==> config.mk <==
export PLATFORM = sky130hd
export DESIGN_NAME = adder_feeder_flat
export DESIGN_NICKNAME = d
export VERILOG_FILES = /design/src/rtl/adder_feeder_pkg.sv /design/src/rtl/adder_feeder_if.sv /design/src/rtl/adder_feeder.sv /design/src/flat_wrapper.sv
export SDC_FILE = /design/constraint.sdc
export NUM_CORES = 1
export LEC_CHECK = 0
export ABC_CLOCK_PERIOD_IN_PS = 36500
export CORE_MARGIN = 1
export CORE_UTILIZATION = 45
export CTS_CLUSTER_DIAMETER = 40
export DETAILED_ROUTE_END_ITERATION = 10
export PLACE_DENSITY = 0.74
export SLEW_MARGIN = 20
export SYNTH_ARGS = -nofsm -noshare
export SYNTH_HDL_FRONTEND = slang
export SYNTH_SLANG_ARGS = --single-unit
==> constraint.sdc <==
create_clock -name clk -period 36.5 [get_ports clk]
set_input_delay 5.475 -clock clk [delete_from_list [all_inputs] [get_ports clk]]
set_output_delay 5.475 -clock clk [all_outputs]
set_load 0.02 [all_outputs]
==> src/rtl/adder_feeder_pkg.sv <==
// Shared types and helpers for the adder operand feeder.
// Latency: n/a (declarations only).
// Backpressure: n/a.
package adder_feeder_pkg;

    typedef enum logic {
        FILL = 1'b0,
        PAD  = 1'b1
    } state_e;

    localparam int FRAME_CNT_W = 16;

    // Slot index width; a single-operand frame still needs one bit of counter.
    function automatic int slot_w(input int n);
        return (n > 1) ? $clog2(n) : 1;
    endfunction

endpackage

==> src/rtl/adder_feeder_if.sv <==
// Stream-in / frame-out bundle between a word source, the feeder and the adder tree.
// Latency: n/a (wiring only).
// Backpressure: in_valid/in_ready on the stream side; the frame side has none.
interface adder_feeder_if #(
    parameter int bits = 8,
    parameter int num  = 32
);
    logic                  in_valid;
    logic                  in_ready;
    logic [bits-1:0]       in_data;
    logic                  in_last;
    logic                  valid;
    logic [num*bits-1:0]   data;
    logic                  short_frame;

    modport master (
        output in_valid, in_data, in_last,
        input  in_ready, valid, data, short_frame
    );

    modport slave (
        input  in_valid, in_data, in_last,
        output in_ready, valid, data, short_frame
    );
endinterface

==> src/rtl/adder_feeder.sv <==
// Packs num stream words into one parallel operand frame; optional frame counters under ADDER_FEEDER_FRAME_CNT_EN.
// Latency: valid 1 cycle after the last word of a full frame, 2 cycles after in_last on a short frame.
// Backpressure: in_ready drops only for the single padding cycle; the frame output has no stall path.
module adder_feeder
    import adder_feeder_pkg::*;
#(
    parameter int bits = 8,
    parameter int num  = 32
)
(
    input  logic                   clk,
    input  logic                   rst,
    adder_feeder_if.slave          bus
`ifdef ADDER_FEEDER_FRAME_CNT_EN
    ,
    output logic [FRAME_CNT_W-1:0] frame_cnt,
    output logic [FRAME_CNT_W-1:0] short_cnt
`endif
);

    localparam int            CW   = slot_w(num);
    localparam logic [CW-1:0] LAST = CW'(num - 1);

    state_e                state_q, state_d;
    logic [CW-1:0]         cnt_q, cnt_d;
    logic [num*bits-1:0]   coll_q, coll_d;
    logic [num*bits-1:0]   data_q, data_d;
    logic                  valid_q, valid_d;
    logic                  short_q, short_d;
    logic                  ready_q;
    logic                  accept;

    assign accept          = bus.in_valid & ready_q;
    assign bus.in_ready    = ready_q;
    assign bus.valid       = valid_q;
    assign bus.data        = data_q;
    assign bus.short_frame = short_q;

    always_ff @(posedge clk or posedge rst) begin
        if (rst) begin
            state_q <= FILL;
            cnt_q   <= '0;
            coll_q  <= '0;
            data_q  <= '0;
            valid_q <= 1'b0;
            short_q <= 1'b0;
            ready_q <= 1'b0;
        end else begin
            state_q <= state_d;
            cnt_q   <= cnt_d;
            coll_q  <= coll_d;
            data_q  <= data_d;
            valid_q <= valid_d;
            short_q <= short_d;
            // Registered so in_ready first rises on the edge after reset release.
            ready_q <= (state_d == FILL);
        end
    end

    always_comb begin
        state_d = state_q;
        cnt_d   = cnt_q;
        coll_d  = coll_q;
        data_d  = data_q;
        valid_d = 1'b0;
        short_d = short_q;
        unique case (state_q)
            FILL: begin
                if (accept) begin
                    coll_d[int'(cnt_q)*bits +: bits] = bus.in_data;
                    // in_last on the final slot is just a full frame.
                    if (cnt_q == LAST) begin
                        data_d  = coll_d;
                        valid_d = 1'b1;
                        short_d = 1'b0;
                        cnt_d   = '0;
                    end else begin
                        cnt_d = cnt_q + CW'(1);
                        if (bus.in_last) begin
                            state_d = PAD;
                        end
                    end
                end
            end
            PAD: begin
                // cnt_q already points past the last written slot; everything from there up is stale.
                for (int k = 0; k < num; k++) begin
                    data_d[k*bits +: bits] = (CW'(k) < cnt_q) ? coll_q[k*bits +: bits] : '0;
                end
                valid_d = 1'b1;
                short_d = 1'b1;
                cnt_d   = '0;
                state_d = FILL;
            end
            default: begin
                state_d = FILL;
            end
        endcase
    end

`ifdef ADDER_FEEDER_FRAME_CNT_EN
    always_ff @(posedge clk or posedge rst) begin
        if (rst) begin
            frame_cnt <= '0;
            short_cnt <= '0;
        end else if (valid_d) begin
            frame_cnt <= frame_cnt + FRAME_CNT_W'(1);
            if (short_d) begin
                short_cnt <= short_cnt + FRAME_CNT_W'(1);
            end
        end
    end
`endif

endmodule

==> src/flat_wrapper.sv <==
// flat-port wrapper written by rule: the top's interface ports become plain ports
module adder_feeder_flat import adder_feeder_pkg::*;
#(
    parameter int bits = 8,
    parameter int num  = 32
)
  (clk, rst, bus_in_valid, bus_in_data, bus_in_last, bus_in_ready, bus_valid, bus_data, bus_short_frame);
  adder_feeder_if #(.bits(bits), .num(num)) bus_i ();
  input  logic clk;
  input  logic rst;
  input wire logic [$bits(bus_i.in_valid)-1:0] bus_in_valid;
  input wire logic [$bits(bus_i.in_data)-1:0] bus_in_data;
  input wire logic [$bits(bus_i.in_last)-1:0] bus_in_last;
  output wire logic [$bits(bus_i.in_ready)-1:0] bus_in_ready;
  output wire logic [$bits(bus_i.valid)-1:0] bus_valid;
  output wire logic [$bits(bus_i.data)-1:0] bus_data;
  output wire logic [$bits(bus_i.short_frame)-1:0] bus_short_frame;
  assign bus_i.in_valid = bus_in_valid;
  assign bus_i.in_data = bus_in_data;
  assign bus_i.in_last = bus_in_last;
  assign bus_in_ready = bus_i.in_ready;
  assign bus_valid = bus_i.valid;
  assign bus_data = bus_i.data;
  assign bus_short_frame = bus_i.short_frame;
  adder_feeder #(.bits(bits), .num(num)) u_core (.clk(clk), .rst(rst), .bus(bus_i));
endmodule
### After elaboration in Yosys (flattened, before gate mapping)

Index checks and enable logic that the tools add are counted.

| cells by class | value |
|---|---|
| add/sub/neg operators | 2 |
| bitwise gates (word level) | 3 |
| mux-type cells | 49 |
| magnitude comparators | 32 |
| reductions and logical operators | 2 |
| equal/unequal tests | 3 |
| shift operators | 2 |

Operator list:

| kind | number |
|---|---|
| 256-bit 2-to-1 mux | 2 |
| 256-bit one-hot mux with 2 select lines | 1 |
| 256-bit bitwise mux | 1 |
| 8-bit 2-to-1 mux | 32 |
| 8-bit by 33-bit variable shift with 256-bit output (first input constant) | 1 |
| 8-bit by 33-bit variable part select with 256-bit output | 1 |
| 5-bit < comparator (first input constant) | 16 |
| 4-bit by 5-bit < comparator with 1-bit output (first input constant) | 8 |
| 8-bit negator with 33-bit output | 1 |
| 3-bit by 5-bit < comparator with 1-bit output (first input constant) | 4 |
| 1-bit by 5-bit < comparator with 1-bit output (first input constant) | 2 |
| 2-bit by 5-bit < comparator with 1-bit output (first input constant) | 2 |
| 5-bit 2-to-1 mux | 2 |
| 5-bit one-hot mux with 2 select lines | 1 |
| 1-bit 2-to-1 mux | 7 |
| 1-bit one-hot mux with 2 select lines | 3 |
| 5-bit by 1-bit adder with 5-bit output (second input constant) | 1 |
| 5-bit == test (second input constant) | 1 |
| 2-bit by 1-bit != test with 1-bit output (second input constant) | 2 |
| 2-bit AND reduction | 2 |
| 1-bit NOT | 2 |
| 1-bit AND | 1 |

| word-level totals | value |
|---|---|
| word-level logic and storage cells | 100 |
| flip-flop bits (word level) | 521 |

### Depth between registers and ports, before layout

| depth | value |
|---|---|
| word-level depth | 6 |
| depth in mapped cells | 15 |
| gate-level depth less buffers | 10 |

### Least setup slack after synthesis

No wires, ideal clock.

| timing path | value |
|---|---|
| kind | in2reg |
| start point | in bus_in_valid |
| end point | reg u_core.data_q[81], in the netlist u_core.bus.data[81] |
| setup time | 86 ps |
| required time | 36,414 ps |
| stages | 9 |
| path slack | 29,348 ps |
| arrival time | 7,066 ps |
| cells stage by stage | and3_1 -> clkbuf_1 -> nor2_1 -> inv_1 -> clkbuf_1 -> clkbuf_1 -> clkbuf_1 -> nor2_1 -> nor3_1 |

| on the way | value |
|---|---|
| cells in the longest elaborated chain, start to end | 3 |

RTL lines:

| element | line | RTL |
|---|---|---|
| from (decl) | flat_wrapper.sv:11 | `input wire logic [$bits(bus_i.in_valid)-1:0] bus_in_valid;` |
| 1-bit AND | adder_feeder.sv:33 | `assign accept = bus.in_valid & ready_q;` |
| 2-bit by 1-bit != test with 1-bit output (no line) | - |  |
| 2-bit AND reduction (no line) | - |  |
| to (signal assigned) | adder_feeder.sv:52 | `data_q <= data_d;` |
| to (decl) | adder_feeder.sv:27 | `logic [num*bits-1:0] data_q, data_d;` |

No other way between the ends.
A chain may end at the register's enable or synchronous reset.

### Final worst setup path

| timing path | value |
|---|---|
| start point | in bus_in_valid |
| end point | reg u_core.data_q[49], in the netlist u_core.bus.data[49] |

The elaborated chain is that of the path after synthesis.

==> key figures <==
Run status
  – Status: finished, final reports clean

STA
  – Slew headroom: 0.218
  – Min cycle time layout: 8.68 ns
  – Maximum clock frequency: between 100 and 150 MHz
  – WHS: roughly 0.48 ns
  – Final setup TNS: 0 ns
  – Final setup violating endpoints: 0
  – Final period utilization: 0.238
  – RSZ-0062 raised after global routing: false
  – Final slew viol count: 0
  – Final hold viol count: 0
  – Worst Tran Pin Value: ~1.2 ns
  – Clock Skew: 0.0266 ns

Yosys
  – Asr flop ratio synth: 1.00
  – Synth Register Bits: approximately 520
  – Register area share after synthesis: 0.544
  – Top-count cell post-synth: dfrtp_1
  – Synthesized area: 23900 um2
  – Post-synth net total: ~2400
  – Leading area contributor after synthesis: dfrtp_1
  – Prevailing post-synth register cell: dfrtp_1
  – Syn Area/Cell: just under 10 um2
  – Synth Instances: 2423
  – Yosys top cell area share: 0.544
  – Commonest cells post-synth: dfrtp_1, nand2_1, o21ai_0, nor2_1, clkbuf_1
  – Synth top area cells: dfrtp_1, nand2_1, o21ai_0, mux2_2, nor2_1
  – Synth unique cells: 66
  – Yosys warnings: 0
  – Number of synthesized flops with an enable pin: 0

Power
  – Switching part of the total: 0.333
  – LEAKAGE: 13.0 nW
  – Pint: between 1 and 1.5 mW
  – Sequential power share: 0.387
  – Clk pwr share: 0.394
  – P_sw: slightly below 600 uW
  – Comb power frac: 0.219
  – VDD IR-drop max: 0.0340 mV
  – Power Density: between 50 and 60 nW/um2

Hold path
  – Hold endpoint: u_core.bus.data[26]
  – Min-delay worst type: flop to flop
  – HP Start: u_core.coll_q[26]
  – Hold depth: 1

Drt
  – Routed wire length: 83.9 mm
  – Initial DRC count: between 3000 and 4000
  – DR vias: 21700
  – Antenna-violating nets left: 0
  – Drt drc: 0
  – 1st-pass router iterations: 9
  – Routed vias/inst: around 6.4
  – Wire per inst: around 25 um

Global route
  – Total GRT Usage: 0.309
  – Number of global-route vias before repair: around 21000
  – Initial antenna violation count: 1
  – GRT busiest layer: met2
  – Remaining Overflow, GRT: 0
  – M1 GR Usage: 0.400
  – GRT met3 Usage: 0.0724
  – Pin count of the biggest net entering global routing: 177
  – Met2 Use GR: 0.482
  – First-pass GRT wire length: 128 mm

CTS
  – Worst-path clk slew: 0.06 ns
  – Post_cts resized: 0
  – CTS tree: yes
  – H-tree Lvls: 3
  – Num CTS Buffers: just over 70
  – Clock Tree Root: clkbuf_16
  – Clock Latency Late Sink: about 0.60 ns
  – CTS Sinks: roughly 520
  – Postcts setup bufs: 0
  – CTS Buffer Depth: 3
  – Hold_buf cts: 0

Placement
  – Port Buffer Count: 270
  – Routability cong.: a little over 0.9
  – Post-DP HPWL: ~55 mm
  – Placed cell area: approximately 27000 um2

Finish
  – Final core utilization: 0.563
  – # diodes: 0
  – Nets: around 2600
  – Proportion of layout cells with a drive suffix above 1: 0.108
  – Cell area after layout: around 30000 um2
  – Synth-to-Final Area Change: 23.5%

Die
  – Starting Density: 0.456
  – Die Wd: between 200 and 250 um
  – IO Count: 271
  – Core Region: 52600 um2
  – Die ar.: around 54000 um2
  – FP Rows: 84
  – Die extent in y: 233 um

Worst setup path
  – WP data arrival: 9.22 ns
  – CP Launch Type: input port
  – CP Class: input port to flop
  – CP required: 37.04 ns
  – RR Endpoint: u_core.bus.data[49]
  – Crit path max fanout: 70
  – R2R setup slack: ~32 ns
  – Reg-to-Reg Start: u_core.cnt_q[0]
  – R2R cell count: 11
  – Kind of end point of the critical path: flop

Run
  – Max-Cap Viols: 0
-- critical path: stages --
cell and delay (ns):
clkdlybuf4s50_1 0.59, and3_2 0.21, buf_4 0.58, nor2_4 0.08
inv_4 0.59, buf_4 0.68, o31ai_1 0.16, a21oi_1 0.56
a221o_1 0.25
-- cells by family after synthesis --
kind of cell | after synthesis | synth area share
AND/OR/NAND/NOR | 810 | 0.152
AO/OA/AOI/OAI | 702 | 0.194
flip-flops | 521 | 0.544
buffers and inverters | 231 | 0.0378
multiplexers | 153 | 0.0691
adder cells (fa/ha/maj) | 4 | 0.00209
XOR/XNOR | 2 | 0.00105
-- power groups by stage --
stage / Sequential, mW / Combinational (mW) / Clock (mW)
after floorplan: 0.709 / 0.185 / 0
after global placement: 0.688 / 0.367 / 0
after detailed placement: 0.691 / 0.375 / 0
after CTS: 0.681 / 0.377 / 0.698
after global routing: 0.688 / 0.408 / 0.722
final: 0.683 / 0.387 / 0.694
-- cell usage in the layout, fill, tap and decap left out, types with 14 or more instances in the layout --
| cell type | n |
|---|---|
| nor2_1 | 232 |
| nor3_1 | 48 |
| clkbuf_16 | 75 |
| inv_1 | 53 |
| a31oi_1 | 44 |
| clkdlybuf4s50_1 | 270 |
| a22oi_1 | 15 |
| buf_4 | 33 |
| o21ai_0 | 243 |
| o221ai_1 | 47 |
| nand3_1 | 44 |
| and3_1 | 53 |
| a211oi_1 | 58 |
| o22ai_1 | 20 |
| a2bb2oi_1 | 14 |
| nand2_1 | 338 |
| a221oi_1 | 55 |
| mux2i_1 | 54 |
| a21oi_1 | 108 |
| mux2_2 | 99 |
| nand4_1 | 14 |
| and2_1 | 18 |
| dfrtp_1 | 520 |
| a221o_1 | 53 |
-- routing by layer --
| metal | share of wire | up-vias |
|---|---|---|
| met5 | 0.00015 | - |
| li1 | - | 9232 |
| met1 | 0.38 | 10700 |
| met2 | 0.46 | 1465 |
| met4 | 0.052 | 2 |
| met3 | 0.10 | 303 |
-- worst max path at each step --
stage / startpoint / endpoint
global placement: bus_in_valid / u_core.bus.data[49]
CTS: bus_in_valid / u_core.bus.data[53]
detailed placement: bus_in_valid / u_core.bus.data[53]
finish: bus_in_valid / u_core.bus.data[49]
floorplan: rst / u_core.bus.data[0]
global route: bus_in_valid / u_core.bus.data[49]
-- flip-flops by register name, indices dropped and copies added (netlist names) --
| register | flops |
|---|---|
| u_core.coll_q | 256 |
| u_core.cnt_q | 5 |
| u_core.bus.data | 256 |
| u_core.state_q | 1 |
| u_core.bus.valid | 1 |
| u_core.bus.in_ready | 1 |
| u_core.bus.short_frame | 1 |
-- final cells by class --
type | count | area, um2
flip-flops and latches | 521 | 13000
repair buffers | 305 | 2980
clock buffers | 95 | 2040
inverters | 56 | 221
multi-input cells | 1671 | 10100
well taps | 688 | 861
fillers | 4379 | 23000
clock inverters | 33 | 340
-- metrics by stage --
step                      total power [mW]  instances  setup WS [ns]
final                                 1.76       3369          27.82
after global routing                  1.82       3369          27.57
after CTS                             1.76       3369          27.85
after detailed placement              1.07       3241          27.27
after global placement                1.06       3241          27.36
after floorplan                      0.893       2423          16.47
Power figures use the tool's default switching activity.
